==> config.mk <==
export PLATFORM = sky130hd
export DESIGN_NAME = score_display_scanner_flat
export DESIGN_NICKNAME = d
export VERILOG_FILES = /design/src/rtl/snake_display_pkg.sv /design/src/rtl/score_display_scanner_if.sv /design/src/rtl/bin2bcd_seq.sv /design/src/rtl/score_display_scanner.sv /design/src/flat_wrapper.sv
export SDC_FILE = /design/constraint.sdc
export NUM_CORES = 1
export LEC_CHECK = 0
export CORE_UTILIZATION = 41
export DETAILED_ROUTE_END_ITERATION = 10
export GPL_TIMING_DRIVEN = 0
export PLACE_DENSITY = 0.61
export SYNTH_ARGS = -nofsm -noshare
export SYNTH_HDL_FRONTEND = slang
export SYNTH_SLANG_ARGS = --single-unit
==> constraint.sdc <==
create_clock -name CLK -period 2.31 [get_ports CLK]
set_input_delay 0.462 -clock CLK [delete_from_list [all_inputs] [get_ports CLK]]
set_output_delay 0.462 -clock CLK [all_outputs]
set_load 0.01 [all_outputs]
==> src/rtl/snake_display_pkg.sv <==
// rtl/snake_display_pkg.sv - shared constants, state encoding and score saturation for the score display path
package snake_display_pkg;

  localparam int NUM_DIGITS = 4;
  localparam int SCORE_MAX  = 9999;
  localparam int SCORE_W    = 14;
  localparam int BCD_W      = 4 * NUM_DIGITS;
  localparam int CONV_ITERS = SCORE_W;

  typedef enum logic [1:0] {
    ST_IDLE    = 2'd0,
    ST_CONVERT = 2'd1,
    ST_COMMIT  = 2'd2
  } state_e;

  // Clamp a raw score so the BCD result always fits four decimal digits
  function automatic logic [SCORE_W-1:0] saturate_score(input logic [SCORE_W-1:0] s);
    return (s > SCORE_W'(SCORE_MAX)) ? SCORE_W'(SCORE_MAX) : s;
  endfunction

endpackage

==> src/rtl/score_display_scanner_if.sv <==
// rtl/score_display_scanner_if.sv - score load and digit scan signals between game logic, scanner and decoder
interface score_display_scanner_if;
  import snake_display_pkg::*;

  logic [SCORE_W-1:0] SCORE_IN;
  logic               SCORE_VALID;
  logic [3:0]         DOT_MASK;
  logic [1:0]         SEG_SELECT_OUT;
  logic [3:0]         BIN_OUT;
  logic               DOT_OUT;
  logic               BUSY;

  modport master (
    output SCORE_IN, SCORE_VALID, DOT_MASK,
    input  SEG_SELECT_OUT, BIN_OUT, DOT_OUT, BUSY
  );

  modport slave (
    input  SCORE_IN, SCORE_VALID, DOT_MASK,
    output SEG_SELECT_OUT, BIN_OUT, DOT_OUT, BUSY
  );

endinterface

==> src/rtl/bin2bcd_seq.sv <==
// rtl/bin2bcd_seq.sv - sequential shift-and-add-3 binary to BCD converter, one bit per cycle
module bin2bcd_seq
  import snake_display_pkg::*;
(
  input  logic               clk,
  input  logic               rst,
  input  logic               start,
  input  logic [SCORE_W-1:0] bin_in,
  output logic               busy,
  output logic               done,
  output logic [BCD_W-1:0]   bcd_out
);

  localparam logic [3:0] LAST_ITER = 4'(CONV_ITERS - 1);

  logic [SCORE_W-1:0]       bin_q, bin_d;
  logic [BCD_W-1:0]         bcd_q, bcd_d;
  logic [3:0]               cnt_q, cnt_d;
  logic                     busy_q, busy_d;
  logic [BCD_W-1:0]         adj;
  logic [BCD_W+SCORE_W-1:0] shifted;

  // Converter state registers; reset abandons any conversion in flight
  always_ff @(posedge clk) begin
    if (rst) begin
      bin_q  <= '0;
      bcd_q  <= '0;
      cnt_q  <= '0;
      busy_q <= 1'b0;
    end else begin
      bin_q  <= bin_d;
      bcd_q  <= bcd_d;
      cnt_q  <= cnt_d;
      busy_q <= busy_d;
    end
  end

  // Load on start, otherwise add 3 to every nibble >= 5 then shift {bcd, bin} left once
  always_comb begin
    bin_d   = bin_q;
    bcd_d   = bcd_q;
    cnt_d   = cnt_q;
    busy_d  = busy_q;
    done    = 1'b0;
    adj     = '0;
    shifted = '0;
    if (start) begin
      bin_d  = bin_in;
      bcd_d  = '0;
      cnt_d  = '0;
      busy_d = 1'b1;
    end else if (busy_q) begin
      for (int i = 0; i < NUM_DIGITS; i++) begin
        adj[4*i +: 4] = (bcd_q[4*i +: 4] >= 4'd5) ? bcd_q[4*i +: 4] + 4'd3 : bcd_q[4*i +: 4];
      end
      shifted = {adj, bin_q} << 1;
      bcd_d   = shifted[BCD_W+SCORE_W-1 : SCORE_W];
      bin_d   = shifted[SCORE_W-1:0];
      cnt_d   = cnt_q + 4'd1;
      if (cnt_q == LAST_ITER) begin
        busy_d = 1'b0;
        done   = 1'b1;
      end
    end
  end

  assign busy    = busy_q;
  assign bcd_out = bcd_q;

endmodule

==> src/rtl/score_display_scanner.sv <==
// rtl/score_display_scanner.sv - score capture, BCD conversion control and 4-digit time-multiplexed scan
module score_display_scanner
  import snake_display_pkg::*;
#(
  parameter int REFRESH_DIV = 100000
) (
  input  logic                    CLK,
  input  logic                    RESET,
  score_display_scanner_if.slave  bus
);

  localparam int PW = (REFRESH_DIV > 1) ? $clog2(REFRESH_DIV) : 1;
  localparam logic [PW-1:0] PRESC_LAST = PW'(REFRESH_DIV - 1);

  state_e             state_q, state_d;
  logic [SCORE_W-1:0] pend_val_q, pend_val_d;
  logic               pend_flag_q, pend_flag_d;
  logic [BCD_W-1:0]   disp_q, disp_d;
  logic [PW-1:0]      presc_q, presc_d;
  logic [1:0]         idx_q, idx_d;
  logic [1:0]         sel_q, sel_d;
  logic [3:0]         nib_q, nib_d;
  logic               dot_q, dot_d;
  logic               busy_q, busy_d;

  logic               conv_start;
  logic [SCORE_W-1:0] conv_val;
  logic               conv_busy;
  logic               conv_done;
  logic [BCD_W-1:0]   conv_bcd;

  bin2bcd_seq u_bin2bcd (
    .clk     (CLK),
    .rst     (RESET),
    .start   (conv_start),
    .bin_in  (conv_val),
    .busy    (conv_busy),
    .done    (conv_done),
    .bcd_out (conv_bcd)
  );

  // All control, display and output registers
  always_ff @(posedge CLK) begin
    if (RESET) begin
      state_q     <= ST_IDLE;
      pend_val_q  <= '0;
      pend_flag_q <= 1'b0;
      disp_q      <= '0;
      presc_q     <= '0;
      idx_q       <= '0;
      sel_q       <= '0;
      nib_q       <= '0;
      dot_q       <= 1'b1;
      busy_q      <= 1'b0;
    end else begin
      state_q     <= state_d;
      pend_val_q  <= pend_val_d;
      pend_flag_q <= pend_flag_d;
      disp_q      <= disp_d;
      presc_q     <= presc_d;
      idx_q       <= idx_d;
      sel_q       <= sel_d;
      nib_q       <= nib_d;
      dot_q       <= dot_d;
      busy_q      <= busy_d;
    end
  end

  // Free-running scan: prescaler advances the digit index, outputs register the current digit
  always_comb begin
    presc_d = presc_q + PW'(1);
    idx_d   = idx_q;
    if (presc_q == PRESC_LAST) begin
      presc_d = '0;
      idx_d   = idx_q + 2'd1;
    end
    sel_d = idx_q;
    nib_d = disp_q[{idx_q, 2'b00} +: 4];
    dot_d = ~bus.DOT_MASK[idx_q];
  end

  // Conversion FSM with a single-entry latest-wins pending slot for strobes arriving while busy
  always_comb begin
    state_d     = state_q;
    pend_val_d  = pend_val_q;
    pend_flag_d = pend_flag_q;
    disp_d      = disp_q;
    conv_start  = 1'b0;
    conv_val    = '0;
    if ((state_q != ST_IDLE) && bus.SCORE_VALID) begin
      pend_val_d  = bus.SCORE_IN;
      pend_flag_d = 1'b1;
    end
    case (state_q)
      ST_IDLE: begin
        if (bus.SCORE_VALID) begin
          conv_start = 1'b1;
          conv_val   = saturate_score(bus.SCORE_IN);
          state_d    = ST_CONVERT;
        end
      end
      ST_CONVERT: begin
        // An idle converter without done cannot occur; the guard only prevents a stuck FSM
        if (conv_done || !conv_busy) state_d = ST_COMMIT;
      end
      ST_COMMIT: begin
        disp_d  = conv_bcd;
        state_d = ST_IDLE;
        // A strobe in this very cycle is already folded into pend_*_d, so it wins over older values
        if (pend_flag_d) begin
          conv_start  = 1'b1;
          conv_val    = saturate_score(pend_val_d);
          pend_flag_d = 1'b0;
          state_d     = ST_CONVERT;
        end
      end
      default: state_d = ST_IDLE;
    endcase
    busy_d = (state_d != ST_IDLE);
  end

  assign bus.SEG_SELECT_OUT = sel_q;
  assign bus.BIN_OUT        = nib_q;
  assign bus.DOT_OUT        = dot_q;
  assign bus.BUSY           = busy_q;

endmodule

==> src/flat_wrapper.sv <==
// flat-port wrapper written by rule: the top's interface ports become plain ports
module score_display_scanner_flat import snake_display_pkg::*;
#(
  parameter int REFRESH_DIV = 100000
)
  (CLK, RESET, bus_SCORE_IN, bus_SCORE_VALID, bus_DOT_MASK, bus_SEG_SELECT_OUT, bus_BIN_OUT, bus_DOT_OUT, bus_BUSY);
  score_display_scanner_if bus_i ();
  input  logic CLK;
  input  logic RESET;
  input wire logic [$bits(bus_i.SCORE_IN)-1:0] bus_SCORE_IN;
  input wire logic [$bits(bus_i.SCORE_VALID)-1:0] bus_SCORE_VALID;
  input wire logic [$bits(bus_i.DOT_MASK)-1:0] bus_DOT_MASK;
  output wire logic [$bits(bus_i.SEG_SELECT_OUT)-1:0] bus_SEG_SELECT_OUT;
  output wire logic [$bits(bus_i.BIN_OUT)-1:0] bus_BIN_OUT;
  output wire logic [$bits(bus_i.DOT_OUT)-1:0] bus_DOT_OUT;
  output wire logic [$bits(bus_i.BUSY)-1:0] bus_BUSY;
  assign bus_i.SCORE_IN = bus_SCORE_IN;
  assign bus_i.SCORE_VALID = bus_SCORE_VALID;
  assign bus_i.DOT_MASK = bus_DOT_MASK;
  assign bus_SEG_SELECT_OUT = bus_i.SEG_SELECT_OUT;
  assign bus_BIN_OUT = bus_i.BIN_OUT;
  assign bus_DOT_OUT = bus_i.DOT_OUT;
  assign bus_BUSY = bus_i.BUSY;
  score_display_scanner #(.REFRESH_DIV(REFRESH_DIV)) u_core (.CLK(CLK), .RESET(RESET), .bus(bus_i));
endmodule
======== Yosys cells after proc, flatten, opt, wreduce, memory -nomap -nowiden ========
Cells that the tools add are included.
cells by class
  add/sub/neg operators ................... 7
  $lt $le $gt $ge ......................... 7
  eq/ne operators ......................... 4
  shift operators ......................... 1
  multiplexer cells ....................... 28
  bitwise operators ....................... 1
  reductions and logical operators ........ 10
operators by type and width
  kind                     number
  $mux W14                 7
  $gt A14 B14 Y1 const B   2
  $pmux W14 S2             1
  $add A17 B1 Y17 const B  1
  $eq A17 B17 Y1 const B   1
  $ge A4 B3 Y1 const B     4
  $shiftx A16 B5 Y4        1
  $add A4 B2 Y4 const B    3
  $mux W4                  3
  $mux W1                  11
  $pmux W2 S3              1
  $reduce_bool A2 Y1       3
  $reduce_or A2 Y1         3
  $add A4 B1 Y4 const B    1
  $eq A4 B4 Y1 const B     1
  $mux W2                  2
  $add A3 B2 Y3 const B    1
  $lt A2 B3 Y1 const B     1
  $mux W3                  1
  $add A2 B1 Y2 const B    1
  $bmux W1 S2              1
  $eq A2 B1 Y1 const B     1
  $eq A2 B2 Y1 const B     1
  $logic_not A2 Y1         1
  other kinds (5)          5
word-level totals
  register bits ........................... 95
  bits of input ports ..................... 21
  output and inout bits ................... 8

======== Logic depth before layout (Yosys ltp) ========
Gate-level depths: netlist of run 1.
  depth after elaboration ................. 10
  depth in mapped cells ................... 8

======== Modules after synthesis ========
A second synthesis of run 1 with hierarchy kept.
second synthesis, totals
  cells, all modules ...................... 525
  area total of the unflattened synthesis .. 4,608.2 um2
modules (own cells, without submodules)
  module                 times used  cells each  area an instance (um2)  sequential area each (um2)
  score_display_scanner  1           310         2,678.8                 1,201.2
  bin2bcd_seq            1           215         1,929.4                 700.7

======== Worst setup path after synthesis of run 1 ========
Ideal clock, no wire load.
  path kind ............................... input -> register
  from .................................... input port bus_SCORE_VALID
  to ...................................... register u_core.u_bin2bcd.bin_q[11]
  setup time .............................. 0.137 ns
  arrival ................................. 1.773 ns
  data required time ...................... 2.173 ns
  path slack .............................. 0.400 ns
  cell stages on the path ................. 7
  cell sequence ........................... buf_2 o21a_1 buf_6 or4_4 o2111a_2 a21bo_1 a211oi_1
on the way
  longest elaborated chain between the ends .. 7
RTL lines
  what                  line                          text
  start, declared       flat_wrapper.sv:11            input wire logic [$bits(bus_i.SCORE_VALID)-1:0] bus_SCORE_VALID;
  $logic_and A1 B1 Y1   score_display_scanner.sv:90   if ((state_q != ST_IDLE) && bus.SCORE_VALID) begin
  $mux W14              score_display_scanner.sv:90
  $gt A14 B14 Y1        snake_display_pkg.sv:18       return (s > SCORE_W'(SCORE_MAX)) ? SCORE_W'(SCORE_MAX) : s;
  $mux W14              snake_display_pkg.sv:18
  $mux W14              score_display_scanner.sv:110  if (pend_flag_d) begin
  $pmux W14 S2          score_display_scanner.sv:94   case (state_q)
  $mux W14              bin2bcd_seq.sv:47             if (start) begin
  end signal, assigned  bin2bcd_seq.sv:31             bin_q <= bin_d;
  end, declared         bin2bcd_seq.sv:16             logic [SCORE_W-1:0] bin_q, bin_d;
Several ways; a longest one is shown, not always the timed one.
A chain may end at the register's enable or synchronous reset.

======== Worst setup path in the final report of run 1 ========
  from .................................... input port bus_SCORE_IN[4]
  to ...................................... register u_core.u_bin2bcd.bin_q[12]
on the way
  longest elaborated chain between the ends .. 6
RTL lines
  what              line                          text
  start, declared   flat_wrapper.sv:10            input wire logic [$bits(bus_i.SCORE_IN)-1:0] bus_SCORE_IN;
  $mux W14          score_display_scanner.sv:90
  $gt A14 B14 Y1    snake_display_pkg.sv:18
  $mux W14          snake_display_pkg.sv:18
  $mux W14          score_display_scanner.sv:110
  $pmux W14 S2 (*)  score_display_scanner.sv:94
  $mux W14 (*)      bin2bcd_seq.sv:47
Every way passes the cells marked *; elsewhere a longest branch is shown, timed or not.

==> flow_summary.ini, run 1 <==
[yosys]
netlist_instances = 512
count_of_state_elements_after_synthesis = 95
mappedNetlistNets = 544
synthesis.yosys.warnings = 0
synth_enable_flop_cells = 0
synth-seq-area-share = 0.439
synth-main-ff-cell = sky130_fd_sc_hd__dfxtp_1
synth.cell_area_um2 = 4330
async_flop_share = 0
yosys.cell_types.count = 54
syn_avg_cell_area_um2 = 8.47

[clocking]
cts_tree = yes
post_cts_resize_count = 0
clk_transition_reported_paths_ns = 0.09
cts_buffer_count = 9
numClockSinks = 95
ctsHtreeMaxLevel = 3
post_cts.repair.setup_buffers = 0
clock_latency_of_the_later_clocked_register_in_the_worst_skew_pair_ns = 0.35
cts_hold_repair.buffers = 0
clock_tree.buffer_depth = 2
root_buffer_selected_by_cts = sky130_fd_sc_hd__clkbuf_8

[sta]
finalSetupViolCount = 0
fmax_mhz = 462
finalHoldViolations = 0
fin_crit_ns = 2.16
slew_headroom = 0.546
fin_crit_sh = 0.937
timing_worst_slew_pin_value_ns = 0.681
worst_case_setup_margin_in_the_final_layout_ns = 0.146
worst_clock_skew_ns = 0.0102
final_max_slew_viol_count = 0
setup_repair_after_global_routing_missed_its_margin = no

[pwr]
vdd.ir_drop.worst_uv = 371
internal-power_uw = 2600
p_leak_uw = 0.00171
power.density_cell_area_nw_per_um2 = 686
p_seq_frac = 0.504
combinationalPowerShare = 0.113
switching_share = 0.244
p_switching_uw = 842
power.share.clock = 0.383

[floorplanning]
floorplan.die_area_um2 = 11000
floorplan.die.height_um = 105
fp.coreArea_um2 = 10300
dieWidth_um = 105
pin_count = 29
rows = 37
initial_core_util = 0.422

[final_layout]
drive_above_1_share = 0.0667
instances_no_fill = 691
design.final.nets = 582
antenna-diode-count = 0
layout.core_utilization = 0.489
flow.area_growth_from_synthesis_pct = 15.8

[worst_setup_path]
crit_required_ns = 2.56
cell_by_cell_trace_of_the_critical_path = clkdlybuf4s50_1, or4_1, nand4_1, o2111a_2, a21bo_1, a211oi_1
startpoint_type = primary input
kind_of_end_point_of_the_critical_path = register
crit_path_slowest_cell = sky130_fd_sc_hd__or4_1
worstSetupPathType = in2reg
crit_buf_inv = 1
critPathMaxFanout = 6
timing.critical_path.max_delay_family = simple AND/OR/NAND/NOR gates
timing.critical_path.slowest_cell_delay_ns = 0.59
timing.critical_path.arrival_ns = 2.42

[outcome]
run_status = complete, no violations

[detailed_routing]
routed-via-count = 3580
ant_nets = 0
drt_drc_violations_left = 0
route.final.wire_length_um = 9750
first_iter_violations = 193
post_drt_wl_per_cell_um = 14.1
route.detailed.vias_per_inst = 5.18
detailedRoute.firstPassIterationCount = 4

[run]
max-cap-violations = 0

[global_routing]
grt_pass1_vias = 3590
first_pass_grt_wire_length_um = 16700
grt_start_max_net_pins = 16
globalRouteTotalUtil = 0.188
grt_overflow = 0
grt_antenna_before_repair = 0

[placed_design]
place_ws_ns = -0.157
placer_congestion_estimate = 0.786
port-buffer-count = 27
dpl.cell_count = 675
hpwl_um = 7090

[min_path]
timing.hold.worst.class = reg2reg
[path summary, 6_finish.rpt]
path                            startpoint                                       to  slack (ns)  cells after the start
max                        bus_SCORE_IN[4]  u_core.u_bin2bcd.bin_q[12]$_SDFFE_PP0P_        0.15                      6
min reg2reg  u_core.disp_q[2]$_SDFFE_PP0N_            u_core.disp_q[2]$_SDFFE_PP0N_        0.46                      2
max reg2reg   u_core.presc_q[0]$_SDFF_PP0_            u_core.presc_q[15]$_SDFF_PP0_        0.21                      8
min          u_core.disp_q[2]$_SDFFE_PP0N_            u_core.disp_q[2]$_SDFFE_PP0N_        0.46                      2
[power groups by stage]
stage          combinational, uW  sequential [uW]  clock (uW)
2_1_floorplan                261             1760           0
3_3_place_gp                 383             1770           0
3_5_place_dp                 388             1770           0
4_1_cts                      390             1740        1350
5_1_grt                      436             1740        1430
6_report                     389             1740        1320
[kinds of logic after synthesis]
logic type | share of synthesized area
compound gates | 0.174
xor+xnor | 0.0525
fa+ha+maj | 0.0318
buf+inv | 0.0413
flops | 0.439
mux | 0.0447
simple gates | 0.217
[cell type report]
| class | instances | area (um^2) |
|---|---|---|
| plain buffers | 28 | 130 |
| clock buffers | 11 | 141 |
| clock inverters | 5 | 105 |
| fillers | 1041 | 5260 |
| inverters | 13 | 48.8 |
| multi-input cells | 376 | 2250 |
| flip-flops and latches | 95 | 1900 |
| well taps | 136 | 170 |
| repair buffers | 27 | 270 |
[layout by cell type, fill, tap and decap left out, types with 12 or more instances in the layout]
cell	instances
sky130_fd_sc_hd__inv_1	13
sky130_fd_sc_hd__nand2_1	90
sky130_fd_sc_hd__dfxtp_1	95
sky130_fd_sc_hd__clkbuf_1	19
sky130_fd_sc_hd__clkdlybuf4s50_1	27
sky130_fd_sc_hd__xnor2_1	15
sky130_fd_sc_hd__nand3_1	15
sky130_fd_sc_hd__nor2_1	55
sky130_fd_sc_hd__a21oi_1	47
sky130_fd_sc_hd__o21ai_0	16
sky130_fd_sc_hd__o21ai_1	12
[sequential cells by signal, indices dropped and copies added (netlist names), 2 cells and up]
register / count
u_core.bus.SEG_SELECT_OUT: 2
u_core.u_bin2bcd.bcd_out: 16
u_core.bus.BIN_OUT: 4
u_core.state_q: 2
u_core.u_bin2bcd.cnt_q: 4
u_core.presc_q: 17
u_core.idx_q: 2
u_core.pend_val_q: 14
u_core.u_bin2bcd.bin_q: 14
u_core.disp_q: 16
[synthesized netlist by cell type (4+ instances only)]
cell type / n / area (um^2)
sky130_fd_sc_hd__dfxtp_1: 95 / 1900
sky130_fd_sc_hd__a21boi_0: 6 / 45.0
sky130_fd_sc_hd__o21ai_0: 16 / 80.1
sky130_fd_sc_hd__nand3_1: 15 / 75.1
sky130_fd_sc_hd__mux2i_1: 7 / 70.1
sky130_fd_sc_hd__ha_1: 11 / 138
sky130_fd_sc_hd__a21oi_1: 47 / 235
sky130_fd_sc_hd__clkbuf_1: 18 / 67.6
sky130_fd_sc_hd__buf_2: 5 / 25.0
sky130_fd_sc_hd__inv_1: 13 / 48.8
sky130_fd_sc_hd__a211oi_1: 4 / 30.0
sky130_fd_sc_hd__o22a_1: 4 / 35.0
sky130_fd_sc_hd__nand2b_1: 8 / 50.1
sky130_fd_sc_hd__a311oi_1: 4 / 35.0
sky130_fd_sc_hd__xnor2_1: 15 / 131
sky130_fd_sc_hd__nor2b_1: 10 / 62.6
sky130_fd_sc_hd__o21ai_1: 12 / 60.1
sky130_fd_sc_hd__nor3_1: 4 / 20.0
sky130_fd_sc_hd__xor2_1: 11 / 96.3
sky130_fd_sc_hd__mux4_2: 5 / 113
sky130_fd_sc_hd__o31ai_1: 4 / 30.0
sky130_fd_sc_hd__nand2_1: 90 / 338
sky130_fd_sc_hd__nand4_1: 6 / 37.5
sky130_fd_sc_hd__nor2_1: 55 / 206
[layer usage]
layer,GRT usage,wire [um],up-vias
met5,0,0,-
met4,0.0573,177,0
met3,0.0449,342,11
met2,0.330,4670,71
met1,0.228,4550,1663
li1,-,-,1835
[tightest hold or removal path, stage by stage, from the launching register on]
cell,delay [ns]
sky130_fd_sc_hd__dfxtp_1,0.32
sky130_fd_sc_hd__nand2_1,0.05
sky130_fd_sc_hd__a21oi_1,0.05
[metrics by stage]
stage	cell area (um^2)	hold slack [ns]	setup TNS [ns]	power [uW]
3_5_place_dp	4770	0.449	-0.966	2160
2_1_floorplan	4330	0.426	0	2030
6_report	5020	0.462	0	3450
5_1_grt	5020	0.478	0	3600
4_1_cts	5020	0.462	0	3480
3_3_place_gp	4770	0.442	-1.10	2160
No activity file was read; power rests on OpenSTA's default activity.
==> inputs of run 2 (changes only) <==
CAP_MARGIN = 20   (was not set)
==> results of run 2 <==
The final DEF is identical to that of run 1; final timing and power are the same.
==> inputs of run 3 (changes only) <==
CORE_MARGIN = 8   (was not set)
==> flow_summary.ini, run 3 (synthesis results as in run 1) <==
[placed_design]
placer_congestion_estimate = 0.806
hpwl_um = 7330
dpl.cell_count = 675
port-buffer-count = 27

[final_layout]
largest_reg_flops = 17
fill_cells = 1027
top_register = u_core.presc_q
design.final.nets = 582
drive_above_1_share = 0.0703
top_library_cells_by_usage_in_the_layout_fill_and_taps_aside = 95 x sky130_fd_sc_hd__dfxtp_1, 90 x sky130_fd_sc_hd__nand2_1, 55 x sky130_fd_sc_hd__nor2_1, 47 x sky130_fd_sc_hd__a21oi_1, 27 x sky130_fd_sc_hd__clkdlybuf4s50_1
multi_input_area_um2 = 2260
flow.area_growth_from_synthesis_pct = 14.5
instances_no_fill = 691
antenna-diode-count = 0
sequential_cell_area_um2 = 1900
most_common_cell_after_layout_fill_and_taps_aside = sky130_fd_sc_hd__dfxtp_1

[floorplanning]
dieWidth_um = 119
floorplan.die_area_um2 = 14100
floorplan.die.height_um = 119
fp.coreArea_um2 = 10300
rows = 37
pin_count = 29
initial_core_util = 0.422

[worst_setup_path]
startpoint_type = primary input
reg2reg_depth = 8
crit-reg2reg-launch = u_core.presc_q[0]$_SDFF_PP0_
timing.critical_path.max_delay_family = compound AO/OA/AOI/OAI gates
crit_buf_inv = 1
ff2ff_setup_slack_ns = 0.21
kind_of_end_point_of_the_critical_path = register
cell_by_cell_trace_of_the_critical_path = clkdlybuf4s50_1, or4_1, nand4_1, o2111a_2, a21bo_1, a211oi_1
crit_path_slowest_cell = sky130_fd_sc_hd__or4_1
timing.critical_path.slowest_cell_delay_ns = 0.57
worstSetupPathType = in2reg
timing.critical_path.arrival_ns = 2.40
timing.rr.end = u_core.presc_q[8]$_SDFF_PP0_
crit_required_ns = 2.59
critPathMaxFanout = 6
cp-startpoint = bus_SCORE_IN[6]

[clocking]
ctsHtreeMaxLevel = 3
cts_hold_repair.buffers = 0
clk_transition_reported_paths_ns = 0.10
root_buffer_selected_by_cts = sky130_fd_sc_hd__clkbuf_8
cts_tree = yes
clock_tree.buffer_depth = 2
post_cts.repair.setup_buffers = 0
numClockSinks = 95
clock_latency_of_the_later_clocked_register_in_the_worst_skew_pair_ns = 0.37
cts_buffer_count = 9
post_cts_resize_count = 0

[sta]
final_max_slew_viol_count = 0
worst_clock_skew_ns = 0.0136
finalHoldViolations = 0
whs_ns = 0.462
fin_crit_sh = 0.919
fin_crit_ns = 2.12
timing_worst_slew_pin_value_ns = 0.742
setup_repair_after_global_routing_missed_its_margin = no
finalSetupViolCount = 0
fmax_mhz = 471
slew_headroom = 0.502

[detailed_routing]
post_drt_wl_per_cell_um = 14.4
route.final.wire_length_um = 9970
route.detailed.vias_per_inst = 5.25
ant_nets = 0
drt_drc_violations_left = 0
first_iter_violations = 171
routed-via-count = 3628
detailedRoute.firstPassIterationCount = 4

[min_path]
timing.hold.worst.class = reg2reg
worst_hold_path.num_cells = 2
hold_path_endpoint = u_core.disp_q[11]$_SDFFE_PP0N_
hold_crit_start = u_core.disp_q[11]$_SDFFE_PP0N_

[pwr]
power.density_cell_area_nw_per_um2 = 635
vdd.ir_drop.worst_uv = 331
power.total_uw = 3150
p_leak_uw = 0.00169

[global_routing]
grt_antenna_before_repair = 0
first_pass_grt_wire_length_um = 17100
grt_overflow = 0
globalRouteTotalUtil = 0.145
grt_pass1_vias = 3595
grt_start_max_net_pins = 18

[run]
max-cap-violations = 0

[outcome]
run_status = complete, no violations
run 3: per-stage QoR:
step                      area (um^2)   util  setup WS, ns  TNS (ns)
after floorplan                  4330      -         0.400         0
after global placement           4770  0.465        -0.154     -1.03
after detailed placement         4770  0.465        -0.177     -1.18
after CTS                        4950  0.482         0.158         0
after global routing             4960  0.483        0.0368         0
final                            4960  0.483         0.188         0
run 3: how the worst max path moves through the flow:
stage                                                          to  depth (start not counted)  slack (ns)
final                     u_core.u_bin2bcd.bin_q[12]$_SDFFE_PP0P_                          6        0.19
after global routing                u_core.presc_q[12]$_SDFF_PP0_                          8        0.04
after CTS                           u_core.presc_q[14]$_SDFF_PP0_                          8        0.16
after detailed placement  u_core.u_bin2bcd.bin_q[12]$_SDFFE_PP0P_                          6       -0.18
after global placement    u_core.u_bin2bcd.bin_q[12]$_SDFFE_PP0P_                          6       -0.15
after floorplan           u_core.u_bin2bcd.bin_q[11]$_SDFFE_PP0P_                          7        0.40
run 3: area by class of cell:
cell class | count | area share
timing repair buffer | 27 | 0.0544
inverter | 13 | 0.00983
clock inverter | 7 | 0.0111
tap | 136 | 0.0343
clock buffer | 9 | 0.0250
sequential | 95 | 0.383
multi-input combinational | 376 | 0.456
buffer | 28 | 0.0262
run 3: routing by layer:
metal	wire, um	global-route usage	vias to the layer above
li1	-	-	1834
met1	4650	0.172	1727
met2	4780	0.248	52
met3	364	0.0397	15
met4	170	0.0466	0
met5	0	0	-
run 3: worst reg2reg max path, delay by kind of cell (launching register included):
kind	cells	cell delay (ns)
adders and majority gates	1	0.20
buffers and inverters	2	0.35
DFF	1	0.38
and+or+nand+nor	5	1.07
run 3: power breakdown:
| group | switching [uW] | internal [uW] | leakage [uW] |
|---|---|---|---|
| clock network | 623 | 403 | 0.0000866 |
| registers | 38.8 | 1700 | 0.000771 |
| logic | 233 | 157 | 0.000828 |
